<file path="src/rtl/br_pkg.sv">
// Shared definitions for the branch resolution / prediction unit:
// branch opcode, condition codes and the BHT counter reset value.
package br_pkg;

  localparam logic [3:0] B_OP = 4'b1100;

  localparam logic [2:0] COND_NEQ    = 3'd0;
  localparam logic [2:0] COND_EQ     = 3'd1;
  localparam logic [2:0] COND_GT     = 3'd2;
  localparam logic [2:0] COND_LT     = 3'd3;
  localparam logic [2:0] COND_GTE    = 3'd4;
  localparam logic [2:0] COND_LTE    = 3'd5;
  localparam logic [2:0] COND_OVFL   = 3'd6;
  localparam logic [2:0] COND_UNCOND = 3'd7;

  // Weakly-not-taken: MSB clear, every lower bit set.
  function automatic logic [31:0] ctr_rst_val(input int ctr_w);
    return (32'd1 << (ctr_w - 1)) - 32'd1;
  endfunction

endpackage

</file>
<file path="src/rtl/br_cond_eval.sv">
// Combinational evaluation of a branch condition code against N/Z/V flags.
module br_cond_eval
  import br_pkg::*;
(
  input  logic [2:0] cond,
  input  logic       n,
  input  logic       z,
  input  logic       v,
  output logic       cond_true
);

  // condition decode
  always_comb begin
    cond_true = 1'b0;
    case (cond)
      COND_NEQ:    cond_true = !z;
      COND_EQ:     cond_true = z;
      COND_GT:     cond_true = !z && !n;
      COND_LT:     cond_true = n;
      COND_GTE:    cond_true = !n;
      COND_LTE:    cond_true = n || z;
      COND_OVFL:   cond_true = v;
      COND_UNCOND: cond_true = 1'b1;
      default:     cond_true = 1'b0;
    endcase
  end

endmodule

</file>
<file path="src/rtl/br_pred_ctrl.sv">
// Branch resolution and BHT prediction unit with bypassed flag register.
// Optional saturating branch statistics are built when BR_STATS_EN is defined.
module br_pred_ctrl
  import br_pkg::*;
#(
  parameter int PC_W      = 16,
  parameter int BHT_DEPTH = 16,
  parameter int CTR_W     = 2
) (
  input  logic            clk,
  input  logic            rst_n,
  input  logic            stall,
  input  logic [PC_W-1:0] if_pc,
  output logic            if_pred_taken,
  input  logic            ex_valid,
  input  logic [3:0]      ex_opcode,
  input  logic [2:0]      ex_br_cond,
  input  logic [PC_W-1:0] ex_pc,
  input  logic            ex_pred_taken,
  input  logic            flag_we,
  input  logic            flag_n,
  input  logic            flag_z,
  input  logic            flag_v,
  output logic [2:0]      flags_q,
  output logic            br_ctrl,
  output logic            mispredict,
  output logic [15:0]     stat_branches,
  output logic [15:0]     stat_mispred
);

  localparam int              IDX_W   = $clog2(BHT_DEPTH);
  localparam logic [CTR_W-1:0] CTR_RST = CTR_W'(ctr_rst_val(CTR_W));
  localparam logic [CTR_W-1:0] CTR_MAX = {CTR_W{1'b1}};
  localparam logic [CTR_W-1:0] CTR_MIN = {CTR_W{1'b0}};

  logic [2:0]       flags_r;
  logic [CTR_W-1:0] bht_r [BHT_DEPTH];
  logic [2:0]       eff_flags_s;
  logic             is_br_s;
  logic             cond_true_s;
  logic [IDX_W-1:0] ex_idx_s;
  logic [IDX_W-1:0] if_idx_s;
  logic [CTR_W-1:0] cur_ctr_s;
  logic [CTR_W-1:0] nxt_ctr_s;
  logic             unused_pc_s;

  assign ex_idx_s    = ex_pc[IDX_W-1:0];
  assign if_idx_s    = if_pc[IDX_W-1:0];
  assign unused_pc_s = ^{if_pc[PC_W-1:IDX_W], ex_pc[PC_W-1:IDX_W]};

  // Incoming ALU flags win over the register so a flag-setting op feeds a branch in the same cycle.
  assign eff_flags_s = flag_we ? {flag_n, flag_z, flag_v} : flags_r;
  assign is_br_s     = ex_valid && (ex_opcode == B_OP);

  br_cond_eval u_cond (
    .cond      (ex_br_cond),
    .n         (eff_flags_s[2]),
    .z         (eff_flags_s[1]),
    .v         (eff_flags_s[0]),
    .cond_true (cond_true_s)
  );

  assign br_ctrl       = is_br_s && cond_true_s;
  assign mispredict    = ex_valid && (br_ctrl != ex_pred_taken);
  assign if_pred_taken = bht_r[if_idx_s][CTR_W-1];
  assign flags_q       = flags_r;
  assign cur_ctr_s     = bht_r[ex_idx_s];

  // saturating counter step for the resolving branch
  always_comb begin
    nxt_ctr_s = cur_ctr_s;
    if (br_ctrl) begin
      if (cur_ctr_s != CTR_MAX) nxt_ctr_s = cur_ctr_s + CTR_W'(1);
      else                      nxt_ctr_s = cur_ctr_s;
    end else begin
      if (cur_ctr_s != CTR_MIN) nxt_ctr_s = cur_ctr_s - CTR_W'(1);
      else                      nxt_ctr_s = cur_ctr_s;
    end
  end

  // flag register and BHT state
  always_ff @(posedge clk or negedge rst_n) begin
    if (!rst_n) begin
      flags_r <= 3'b000;
      for (int i = 0; i < BHT_DEPTH; i++) bht_r[i] <= CTR_RST;
    end else if (!stall) begin
      if (flag_we) flags_r <= {flag_n, flag_z, flag_v};
      if (is_br_s) bht_r[ex_idx_s] <= nxt_ctr_s;
    end
  end

`ifdef BR_STATS_EN
  logic [15:0] stat_br_r;
  logic [15:0] stat_mis_r;

  // resolved-branch and mispredict counters, saturating
  always_ff @(posedge clk or negedge rst_n) begin
    if (!rst_n) begin
      stat_br_r  <= 16'h0000;
      stat_mis_r <= 16'h0000;
    end else if (!stall && is_br_s) begin
      if (stat_br_r != 16'hFFFF) stat_br_r <= stat_br_r + 16'd1;
      if (mispredict && (stat_mis_r != 16'hFFFF)) stat_mis_r <= stat_mis_r + 16'd1;
    end
  end

  assign stat_branches = stat_br_r;
  assign stat_mispred  = stat_mis_r;
`else
  assign stat_branches = 16'h0000;
  assign stat_mispred  = 16'h0000;
`endif

endmodule

</file>
<file path="config.mk">
export PLATFORM = sky130hd
export DESIGN_NAME = br_pred_ctrl
export DESIGN_NICKNAME = d
export VERILOG_FILES = /design/src/rtl/br_pkg.sv /design/src/rtl/br_cond_eval.sv /design/src/rtl/br_pred_ctrl.sv
export SDC_FILE = /design/constraint.sdc
export NUM_CORES = 1
export LEC_CHECK = 0
export CAP_MARGIN = 20
export CORE_UTILIZATION = 39
export CTS_CLUSTER_SIZE = 28
export DETAILED_ROUTE_END_ITERATION = 10
export GPL_ROUTABILITY_DRIVEN = 0
export PLACE_DENSITY = 0.72
export SYNTH_ARGS = -nofsm -noshare
export SYNTH_HDL_FRONTEND = slang
export SYNTH_HIERARCHICAL = 1
export SYNTH_SLANG_ARGS = --single-unit
</file>
<file path="constraint.sdc">
create_clock -name clk -period 8.88 [get_ports clk]
set_clock_uncertainty 0.15 [all_clocks]
set_input_delay 2.22 -clock clk [delete_from_list [all_inputs] [get_ports clk]]
set_output_delay 2.22 -clock clk [all_outputs]
set_load 0.005 [all_outputs]
</file>
; Yosys cells after proc, flatten, opt, wreduce, memory -nomap -nowiden
; Cells that the tools add are included.
[classes]
muxes = 14
reduce_logical = 11
bitwise = 3
addsub = 2
n_lt_le_gt_ge = 3
n_eq_ne = 10
[ops]
columns = op, n
row1 = 32-bit bitwise mux, 1
row2 = 2-bit binary-select mux with 4-bit select, 2
row3 = 2-bit two-way mux, 8
row4 = "3-bit == test, second input constant", 4
row5 = "5-bit >= comparator, second input constant", 2
row6 = 4-bit NOT with 5-bit output, 2
row7 = 2-bit demux with 4-bit select, 1
row8 = 1-bit one-hot mux with 8 select lines, 1
row9 = "3-bit by 2-bit == test with 1-bit output, second input constant", 2
row10 = 1-bit logical AND, 5
row11 = "5-bit by 1-bit < comparator with 1-bit output, second input constant", 1
row12 = "4-bit == test, second input constant", 1
row13 = "3-bit by 1-bit == test with 1-bit output, second input constant", 1
row14 = 3-bit logical NOT, 1
row15 = 3-bit two-way mux, 1
row16 = "2-bit by 1-bit adder with 2-bit output, second input constant", 1
row17 = 1-bit logical NOT, 2
row18 = "2-bit inequality test, second input constant", 1
row19 = 2-bit AND reduction, 1
row20 = 2-bit nonzero test, 1
row21 = "2-bit by 1-bit subtractor with 2-bit output, second input constant", 1
row22 = 1-bit logical OR, 1
row23 = 1-bit inequality test, 1
row24 = 1-bit NOT, 1
[totals]
wordCells = 60
ff_bits = 35
in_bits = 48

; Logic depth before layout (Yosys ltp)
; Gate-level depths: netlist of run 1.
[depth]
word_depth = 8
depth_mapped = 7
ltp_nobuf = 7

; Cells and area by module
; The synthesis of run 1 kept the hierarchy.
[by_module_without_submodules]
columns = module, cells_per_inst, instances, area_per_inst_um2, seq_area_each_um2
row1 = br_pred_ctrl, 166, 1, 2163.3, 895.9
row2 = br_cond_eval, 10, 1, 87.6, 0.0

; Worst setup path before layout of run 1
; Ideal clock, no wire load.
[synth_path]
path_type = input port to output port
from = input flag_we
to = output mispredict
cell_stages = 7
n_path_buf = 0
arrival_ps = 4035
slack_ps = 2475
cell_sequence = mux2_2 > a211oi_1 > a2111oi_2 > a311oi_2 > nor3b_1 > xor2_1 > and2_1
[synth_via]
elab_chain_len = 7
[synth_rtl]
columns = item, line
row1 = from (decl), br_pred_ctrl.sv:20  ; input logic flag_we,
row2 = 3-bit two-way mux *, -
row3 = 1-bit logical NOT (on tied branches), "br_cond_eval.sv:16, br_cond_eval.sv:18, br_cond_eval.sv:20"
row4 = 1-bit logical AND, br_cond_eval.sv:18  ; COND_GT: cond_true = !z && !n;
row5 = 1-bit one-hot mux with 8 select lines *, br_cond_eval.sv:15  ; case (cond)
row6 = named net cond_true_s, br_pred_ctrl.sv:40  ; logic cond_true_s;
row7 = 1-bit logical AND *, br_pred_ctrl.sv:63  ; assign br_ctrl = is_br_s && cond_true_s;
row8 = named net br_ctrl, br_pred_ctrl.sv:25  ; output logic br_ctrl,
row9 = 1-bit inequality test *, br_pred_ctrl.sv:64  ; assign mispredict = ex_valid && (br_ctrl != ex_pred_taken);
row10 = 1-bit logical AND *, br_pred_ctrl.sv:64
row11 = to (decl), br_pred_ctrl.sv:26  ; output logic mispredict,
; The timed path passes the listed nets; every way through them passes the cells marked *.

; Worst setup path in the final report of run 1
[layout_path]
from = input flag_we
to = output mispredict
[layout_via]
elab_chain_len = 7
[layout_rtl]
columns = item, line
row1 = 3-bit two-way mux *, -
row2 = named net eff_flags_s[2], br_pred_ctrl.sv:38  ; logic [2:0] eff_flags_s;
row3 = 1-bit logical NOT, "br_cond_eval.sv:18, br_cond_eval.sv:20"
row4 = 1-bit logical AND, br_cond_eval.sv:18
row5 = 1-bit one-hot mux with 8 select lines *, br_cond_eval.sv:15
row6 = named net cond_true_s, br_pred_ctrl.sv:40
row7 = 1-bit logical AND *, br_pred_ctrl.sv:63
row8 = 1-bit inequality test *, br_pred_ctrl.sv:64
row9 = 1-bit logical AND *, br_pred_ctrl.sv:64
; Marked as above.

==> results of run 1 <==
cells in the final DEF (no fill, tap or decap), types with 2 or more instances in the layout:
master and instances:
dfrtp_1 19, clkdlybuf4s50_1 29, nand2_1 11, maj3_2 4, nor4_1 3, mux4_2 13
inv_1 2, conb_1 32, dfstp_2 16, clkbuf_8 6, nand2b_1 3, nand3_1 3
nor2_1 3, nor2b_1 4, mux2_2 42, mux2i_1 3, buf_4 2
power by group:
group          internal, mW  total, mW  leakage, nW  switching (mW)
sequential            0.163      0.165        0.424         0.00218
combinational        0.0256     0.0469        0.636          0.0213
clock                0.0626      0.120       0.0482          0.0579
flip-flops by register name (all words and copies together) (netlist names):
register / cells
flags_q: 3
bht_r: 32
worst max-delay path: stages:
cell and delay, ps:
clkdlybuf4s50_1 530, mux2_2 400, a211oi_1 290, a2111oi_2 90, a311oi_2 180, nor3b_1 380
xor2_1 160, and2_1 130, clkdlybuf4s50_1 490
final timing paths:
path | from | to | slack (ps) | cells after the start
max in group asynchronous | rst_n | bht_r[26]$_DFFE_PN1P_ | 6050 | 2
worst max-delay path | flag_we | mispredict | 1650 | 9
worst min register to register | bht_r[9]$_DFFE_PN0P_ | bht_r[9]$_DFFE_PN0P_ | 380 | 1
min in group asynchronous | rst_n | bht_r[5]$_DFFE_PN0P_ | 2180 | 2
worst max register to register | flags_q[1]$_DFFE_PN0N_ | bht_r[27]$_DFFE_PN0P_ | 6300 | 8
worst min-delay path | bht_r[9]$_DFFE_PN0P_ | bht_r[9]$_DFFE_PN0P_ | 380 | 1
cells by family (layout without fill, tap and decap cells):
family / after synthesis / in the layout / share of synthesized area, %
other cells: 1 / 32 / 0.167
flops: 35 / 35 / 39.8
compound gates: 3 / 3 / 1.67
mux: 58 / 58 / 35.4
xor+xnor: 1 / 1 / 0.389
simple gates: 35 / 35 / 8.62
fa+ha+maj: 4 / 4 / 2.00
buf+inv: 39 / 41 / 12.0
layer usage:
metal | GRT usage, % | routed length (microns)
met5 | 0 | 0
met4 | 6.85 | 80
met3 | 3.53 | 278
met2 | 23.6 | 1860
met1 | 20.2 | 1940
final cells by class:
type                       instances  area (sq um)
tap                               72          90.1
multi-input combinational        133          1200
inverter                           2          7.51
timing repair buffer              31           305
fill                             503          2950
clock buffer                       7          86.3
sequential                        35           896
clock inverter                     1          5.00
==> run_results.csv, run 1 <==
group,metric,value,unit
status,status,"completed",
logic_synthesis,synth-edff-count,0,
floorplan,io_pins,86,
timing,max_freq,138,MHz
floorplan,die_area,6080,sq um
place,place_ws,1620,ps
logic_synthesis,synthFlopType,"dfrtp_1",
detailed_routing,wl_per_cell,14.8,microns
logic_synthesis,syn_area,2250,sq um
cells_and_area,fin_area,2590,sq um
timing,finalHoldWorstSlack,379,ps
power_and_ir_drop,p_total,0.332,mW
clock_tree,clkTransAtPathRegs,70,ps
clock_tree,cts_max_path_buffers,2,
logic_synthesis,yosysTopAreaCell,"dfrtp_1",
cells_and_area,n_antenna_cell,0,
place,io_buffers,29,
floorplan,initial_utilization,40.6,%
timing,finalSetupViolCount,0,
global_route,antenna_found_initial,0,
clock_tree,clock_latency,290,ps
flow_run,drv_cap,0,
setup_path,worstSetupEndpointType,"primary output",
global_route,grt_pass1_vias,1399,
clock_tree,post_cts_buffers,0,
clock_tree,post_cts_resized,0,
cells_and_area,stdcell_count,281,
clock_tree,numCtsBuffers,5,
setup_path,cp.arrival,4860,ps
setup_path,path_max_fanout,6,
detailed_routing,drc,0,
setup_path,cp_data_required_time,6510,ps
clock_tree,cts.sinks,35,
logic_synthesis,yosysUniqueCellTypes,28,
logic_synthesis,syn_avg_cell_area,12.8,sq um
power_and_ir_drop,power_density,128,nW/um^2
place,placed_area,2500,sq um
timing,worst_slack,1650,ps
detailed_routing,dr.pass1.iters,4,
cells_and_area,syn_to_final_growth,15.1,%
global_route,gr-total-overflow,0,
floorplan,die_x,78.0,microns
timing,slew_violations,0,
timing,worstMarginPinSlew,933,ps
timing,finalHoldViolCount,0,
timing,setup_tns,0,ps
cells_and_area,nNetsFinal,256,
cells_and_area,drive_above_1_share,42.1,%
timing,period_minus_slack,7230,ps
detailed_routing,wl,4150,microns
clock_tree,tritoncts,"built",
place,hpwl,3030,microns
min_path,hold_class,"flip-flop to flip-flop",
clock_tree,h-tree-depth,2,
clock_tree,cts-hold-fix-buffers,0,
timing,max-slew-margin-rel,36.9,%
logic_synthesis,netlist_instances,176,
detailed_routing,vias,1418,
logic_synthesis,synth.top_cell.area_share,21.1,%
logic_synthesis,ys_warn_count,6,
logic_synthesis,async_flop_share,100,%
detailed_routing,drtIter0Drc,45,
logic_synthesis,synth.most_common_cell,"mux2_2",
logic_synthesis,ys_ff_latch,35,
clock_tree,root_buffer,"clkbuf_8",
power_and_ir_drop,vdd_drop_max,0.0854,mV
global_route,grt_usage,15.2,%
setup_path,path_class,"input pin to primary output",
logic_synthesis,synth_area_leaders,"dfrtp_1, mux2_2, dfstp_2, mux4_2, buf_4",
floorplan,core,5540,sq um
cells_and_area,final_core_util,46.8,%
timing,rsz0062_at_grt,"false",
power_and_ir_drop,leakage,1.11,nW
setup_path,startpoint_type,"input pin",
logic_synthesis,ys_seq_area_share,39.8,%
global_route,grt_pass1_wl,7040,microns
floorplan,rows,27,
logic_synthesis,synth_common_cells,"mux2_2, buf_4, dfrtp_1",
timing,timing.final.crit_share,81.4,%
floorplan,die_h,78.0,microns
place,dp_cells,273,
detailed_routing,postRouteAntennaNets,0,
detailed_routing,vias_per_cell,5.05,
global_route,grt_max_degree,36,
(Power assumes the default switching activity.)
==> inputs of run 2 (changes only) <==
--- a/config.mk
+++ b/config.mk
@@ -10,7 +10,7 @@
 export CTS_CLUSTER_SIZE = 28
 export DETAILED_ROUTE_END_ITERATION = 10
 export GPL_ROUTABILITY_DRIVEN = 0
-export PLACE_DENSITY = 0.72
+export PLACE_DENSITY = 0.75
 export SYNTH_ARGS = -nofsm -noshare
 export SYNTH_HDL_FRONTEND = slang
 export SYNTH_HIERARCHICAL = 1
==> constraint.sdc (replaced) <==
create_clock -name clk -period 6.3 [get_ports clk]
set_clock_uncertainty 0.15 [all_clocks]
set_input_delay 1.575 -clock clk [delete_from_list [all_inputs] [get_ports clk]]
set_output_delay 1.575 -clock clk [all_outputs]
set_load 0.005 [all_outputs]
==> run 2 against run 1 <==
Against the previous run: non-clock buffer count unchanged; routed wire length up 1.3%; sequential share of layout area down 0.12 points; sequential power up 41%; cell count unchanged; via count down 1.4%; register-to-register slack worse by 2600 ps; critical path depth unchanged; worst setup slack worse by 1300 ps; flip-flop and latch count unchanged; largest power group unchanged.
==> run_results.csv, run 2 (same netlist as run 1, synthesis figures left out) <==
group,metric,value,unit
power_and_ir_drop,vdd_drop_max,0.156,mV
setup_path,cp_cell_sequence,"clkdlybuf4s50_1 -> mux2_2 -> a211oi_1 -> a2111oi_2 -> a311oi_2 -> nor3b_1 -> xor2_1 -> and2_1 -> clkdlybuf4s50_1",
setup_path,cp_common_cell,"clkdlybuf4s50_1",
min_path,hold_class,"flip-flop to flip-flop",
global_route,grt_pass1_wl,6840,microns
clock_tree,cts-hold-fix-buffers,0,
global_route,gr-total-overflow,0,
timing,max_freq,169,MHz
setup_path,worstSetupEndpointType,"primary output",
timing,setup_tns,0,ps
cells_and_area,largest-register,"bht_r",
detailed_routing,drc,0,
floorplan,die_h,78.0,microns
detailed_routing,met3_length,263,microns
detailed_routing,postRouteAntennaNets,0,
cells_and_area,n_antenna_cell,0,
timing,rsz0062_at_grt,"false",
timing,max-slew-margin-rel,35.0,%
clock_tree,numCtsBuffers,5,
place,io_buffers,29,
timing,finalHoldWorstSlack,373,ps
global_route,grt_max_degree,36,
setup_path,critPathLaunch,"flag_we",
floorplan,die_area,6080,sq um
setup_path,rr_worst_depth,8,
setup_path,cp_slowest_cell,"clkdlybuf4s50_1",
detailed_routing,dr.pass1.iters,4,
timing,period_minus_slack,5910,ps
detailed_routing,met1_length,1920,microns
setup_path,startpoint_type,"input pin",
cells_and_area,nNetsFinal,256,
clock_tree,post_cts_buffers,0,
detailed_routing,drtIter0Drc,45,
clock_tree,tritoncts,"built",
status,status,"completed",
detailed_routing,vias_per_cell,4.98,
min_path,hold_start,"bht_r[3]$_DFFE_PN0P_",
setup_path,cp.arrival,4190,ps
power_and_ir_drop,leakage,1.11,nW
setup_path,rr_startpoint,"flags_q[1]$_DFFE_PN0N_",
cells_and_area,mostFrequentLayoutCells,"mux2_2, conb_1, clkdlybuf4s50_1",
floorplan,core,5540,sq um
clock_tree,cts_max_path_buffers,2,
floorplan,rows,27,
flow_run,drv_cap,0,
timing,timing.final.crit_share,93.8,%
cells_and_area,largest_reg_flops,32,
clock_tree,h-tree-depth,2,
global_route,grt_usage,14.9,%
timing,finalSetupViolCount,0,
timing,finalHoldViolCount,0,
detailed_routing,vias,1398,
global_route,grt_pass1_vias,1390,
timing,worstMarginPinSlew,962,ps
place,hpwl,3110,microns
clock_tree,root_buffer,"clkbuf_8",
cells_and_area,drive_above_1_share,42.1,%
clock_tree,post_cts_resized,0,
cells_and_area,fillerInstances,498,
clock_tree,cts.sinks,35,
timing,slew_violations,0,
detailed_routing,wl_met2,1960,microns
clock_tree,clock_latency,280,ps
cells_and_area,mostFrequentLayoutCell,"mux2_2",
cells_and_area,multi_input_area,1200,sq um
setup_path,cp_data_required_time,4580,ps
global_route,antenna_found_initial,0,
setup_path,path_max_fanout,6,
detailed_routing,top_layer_used,"met4",
detailed_routing,wl_per_cell,15.0,microns
cells_and_area,syn_to_final_growth,15.5,%
min_path,hold_depth,1,
cells_and_area,seqCellArea,896,sq um
clock_tree,clkTransAtPathRegs,60,ps
floorplan,die_x,78.0,microns
setup_path,slowest_delay,540,ps
detailed_routing,wl,4210,microns
setup_path,path_class,"input pin to primary output",
floorplan,initial_utilization,40.6,%
power_and_ir_drop,power_density,183,nW/um^2
floorplan,io_pins,86,
## run 2: cell types whose count changed in the layout (fill, tap and decap cells not counted)
| cell | before | now |
|---|---|---|
| clkbuf_8 | 6 | 7 |
| clkinv_2 | 1 | 0 |
## run 2: worst paths after layout
path / end / slack [ps]
min reg2reg: bht_r[3]$_DFFE_PN0P_ / 370
max in group asynchronous: bht_r[4]$_DFFE_PN1P_ / 4120
min in group asynchronous: bht_r[5]$_DFFE_PN0P_ / 1540
max: mispredict / 390
min: bht_r[3]$_DFFE_PN0P_ / 370
max reg2reg: bht_r[5]$_DFFE_PN0P_ / 3720
## run 2: layout make-up
type	instances	share of cell area [%]
Sequential cell	35	34.5
Clock buffer	8	3.85
Timing Repair Buffer	31	11.7
Multi-Input combinational cell	133	46.2
Inverter	2	0.289
Tap cell	72	3.46
## run 2: report_power, final
part	internal [mW]	switching (mW)
registers	0.229	0.00264
clock network	0.0997	0.0772
logic	0.0360	0.0300
## run 2: critical path, delay by kind of cell
| family | cells | cell delay [ps] |
|---|---|---|
| simple gates | 2 | 470 |
| xor+xnor | 1 | 160 |
| compound gates | 3 | 550 |
| buf+inv | 2 | 1030 |
| mux | 1 | 400 |
## run 2: per-layer routing
metal | up-vias | track usage, %
li1 | 642 | -
met1 | 690 | 19.3
met2 | 58 | 23.2
met3 | 8 | 4.71
met4 | 0 | 5.74
met5 | - | 0
## run 2: stage by stage
| step | instance area, sq um | util [%] | setup slack [ps] | power, mW | std cells |
|---|---|---|---|---|---|
| detailed placement | 2500 | 45.1 | 369 | 0.302 | 273 |
| floorplan | 2370 | - | 1180 | 0.282 | 207 |
| global placement | 2500 | 45.1 | 364 | 0.302 | 273 |
| finish | 2600 | 46.9 | 390 | 0.475 | 281 |
| CTS | 2600 | 46.9 | 355 | 0.481 | 281 |
| global route | 2600 | 46.9 | 244 | 0.495 | 281 |
==> inputs of run 3 (changes only) <==
--- a/config.mk
+++ b/config.mk
@@ -9,7 +9,7 @@
 export CORE_UTILIZATION = 39
 export CTS_CLUSTER_SIZE = 28
 export DETAILED_ROUTE_END_ITERATION = 10
-export GPL_ROUTABILITY_DRIVEN = 0
+export GPL_TIMING_DRIVEN = 0
 export PLACE_DENSITY = 0.75
 export SYNTH_ARGS = -nofsm -noshare
 export SYNTH_HDL_FRONTEND = slang
==> run 3 against run 2 <==
Against the previous run: non-clock buffer count up 32; die area unchanged; combinational power up 22%; register-to-register slack better by 90 ps; critical path depth unchanged; sequential power about the same; total power up 9.8%.
==> run_results.csv, run 3 (same netlist as run 1, synthesis figures left out) <==
group,metric,value,unit
clock_tree,cts-hold-fix-buffers,0,
cells_and_area,mostFrequentLayoutCells,"mux2_2, buf_4, conb_1",
cells_and_area,fillerInstances,489,
timing,max_freq,166,MHz
detailed_routing,vias_per_cell,4.76,
timing,period_minus_slack,6040,ps
min_path,hold_class,"flip-flop to flip-flop",
setup_path,rr_worst_depth,7,
setup_path,critPathLaunch,"flag_we",
detailed_routing,postRouteAntennaNets,0,
clock_tree,post_cts_buffers,0,
clock_tree,cts.sinks,35,
cells_and_area,nNetsFinal,288,
setup_path,startpoint_type,"input pin",
timing,max-slew-margin-rel,36.3,%
global_route,grt_max_degree,36,
cells_and_area,drive_above_1_share,50.6,%
detailed_routing,drtIter0Drc,45,
cells_and_area,final_core_util,51.3,%
setup_path,cp.arrival,4310,ps
setup_path,r2r_slack,3810,ps
floorplan,rows,27,
clock_tree,tritoncts,"built",
floorplan,die_area,6080,sq um
timing,worstMarginPinSlew,946,ps
setup_path,path_class,"input pin to primary output",
setup_path,reg2reg_to,"bht_r[23]$_DFFE_PN0P_",
global_route,grt_pass1_wl,7020,microns
clock_tree,clkTransAtPathRegs,60,ps
floorplan,initial_utilization,40.6,%
place,hpwl,3250,microns
flow_run,drv_cap,0,
cells_and_area,largest_reg_flops,32,
detailed_routing,vias,1490,
cells_and_area,mostFrequentLayoutCell,"mux2_2",
detailed_routing,wl,4220,microns
setup_path,cp_data_required_time,4580,ps
clock_tree,root_buffer,"clkbuf_8",
timing,timing.final.crit_share,95.8,%
power_and_ir_drop,leakage,1.29,nW
cells_and_area,largest-register,"bht_r",
floorplan,die_x,78.0,microns
timing,worst_slack,263,ps
place,io_buffers,26,
power_and_ir_drop,p_total,0.521,mW
timing,rsz0062_at_grt,"false",
clock_tree,numCtsBuffers,5,
global_route,grt_usage,15.3,%
place,place_ws,-213,ps
setup_path,rr_startpoint,"flags_q[2]$_DFFE_PN0N_",
place,gp_congestion,0.782,
floorplan,core,5540,sq um
global_route,antenna_found_initial,0,
status,status,"completed",
power_and_ir_drop,power_density,184,nW/um^2
timing,finalSetupViolCount,0,
clock_tree,cts_max_path_buffers,2,
cells_and_area,syn_to_final_growth,26.2,%
detailed_routing,drc,0,
clock_tree,clock_latency,290,ps
global_route,grt_pass1_vias,1472,
timing,finalHoldViolCount,0,
setup_path,path_max_fanout,6,
detailed_routing,wl_per_cell,13.5,microns
timing,finalHoldWorstSlack,380,ps
detailed_routing,dr.pass1.iters,4,
global_route,gr-total-overflow,0,
floorplan,io_pins,86,
floorplan,die_h,78.0,microns
power_and_ir_drop,vdd_drop_max,0.131,mV
setup_path,crit_end,"mispredict",
setup_path,worstSetupEndpointType,"primary output",
timing,slew_violations,0,
cells_and_area,n_antenna_cell,0,
clock_tree,h-tree-depth,2,
run 3: worst min-delay path by stage:
| stage | start | end | slack, ps | cells after the start |
|---|---|---|---|---|
| 2_1_floorplan | bht_r[3]$_DFFE_PN0P_ | bht_r[3]$_DFFE_PN0P_ | 340 | 1 |
| 3_3_place_gp | bht_r[1]$_DFFE_PN0P_ | bht_r[1]$_DFFE_PN0P_ | 360 | 1 |
| 3_5_place_dp | bht_r[3]$_DFFE_PN0P_ | bht_r[3]$_DFFE_PN0P_ | 370 | 1 |
| 5_1_grt | bht_r[17]$_DFFE_PN0P_ | bht_r[17]$_DFFE_PN0P_ | 400 | 1 |
| 4_1_cts | bht_r[3]$_DFFE_PN0P_ | bht_r[3]$_DFFE_PN0P_ | 380 | 1 |
| 6_report | bht_r[3]$_DFFE_PN0P_ | bht_r[3]$_DFFE_PN0P_ | 380 | 1 |
run 3: what timing repair did:
action	CTS	global route
endpoints found under the setup margin	2	1
pin swaps	0	0
resized for setup	1	1
run 3: where the power goes:
| group | switching [mW] | leakage [nW] | internal, mW | total, mW |
|---|---|---|---|---|
| Clock | 0.0809 | 0.0612 | 0.128 | 0.209 |
| Combinational | 0.0333 | 0.804 | 0.0475 | 0.0807 |
| Sequential | 0.00268 | 0.424 | 0.229 | 0.232 |
| Total | 0.117 | 1.29 | 0.405 | 0.521 |
run 3: routing by layer:
metal	global-route usage (%)	part of all wire (%)	vias to the layer above
met1	19.2	43	717
met2	25.4	48	62
met4	5.37	1.3	0
met5	0	0	-
met3	3.88	8.1	5
li1	-	-	706
run 3: area by class of cell:
class | count | area (sq um) | share of cell area, %
clock inverters | 2 | 35.0 | 1.23
inverters | 2 | 7.51 | 0.264
well taps | 72 | 90.1 | 3.17
plain buffers | 37 | 263 | 9.25
clock buffers | 6 | 82.6 | 2.91
flip-flops and latches | 35 | 896 | 31.5
multi-input cells | 133 | 1210 | 42.7
repair buffers | 26 | 255 | 8.98
run 3: worst max-delay path: stages:
cell and delay, ps:
clkdlybuf4s50_1 530, mux2_2 400, a211oi_1 290, a2111oi_2 90
a311oi_2 200, nor3b_4 430, xor2_1 160, and2_1 130
clkdlybuf4s50_1 490
run 3: metrics by stage:
stage / TNS, ps / instance area [sq um] / std cells
2_1_floorplan: 0 / 2370 / 207
3_3_place_gp: -313 / 2720 / 305
3_5_place_dp: -296 / 2710 / 305
4_1_cts: 0 / 2840 / 313
5_1_grt: 0 / 2840 / 313
6_report: 0 / 2840 / 313
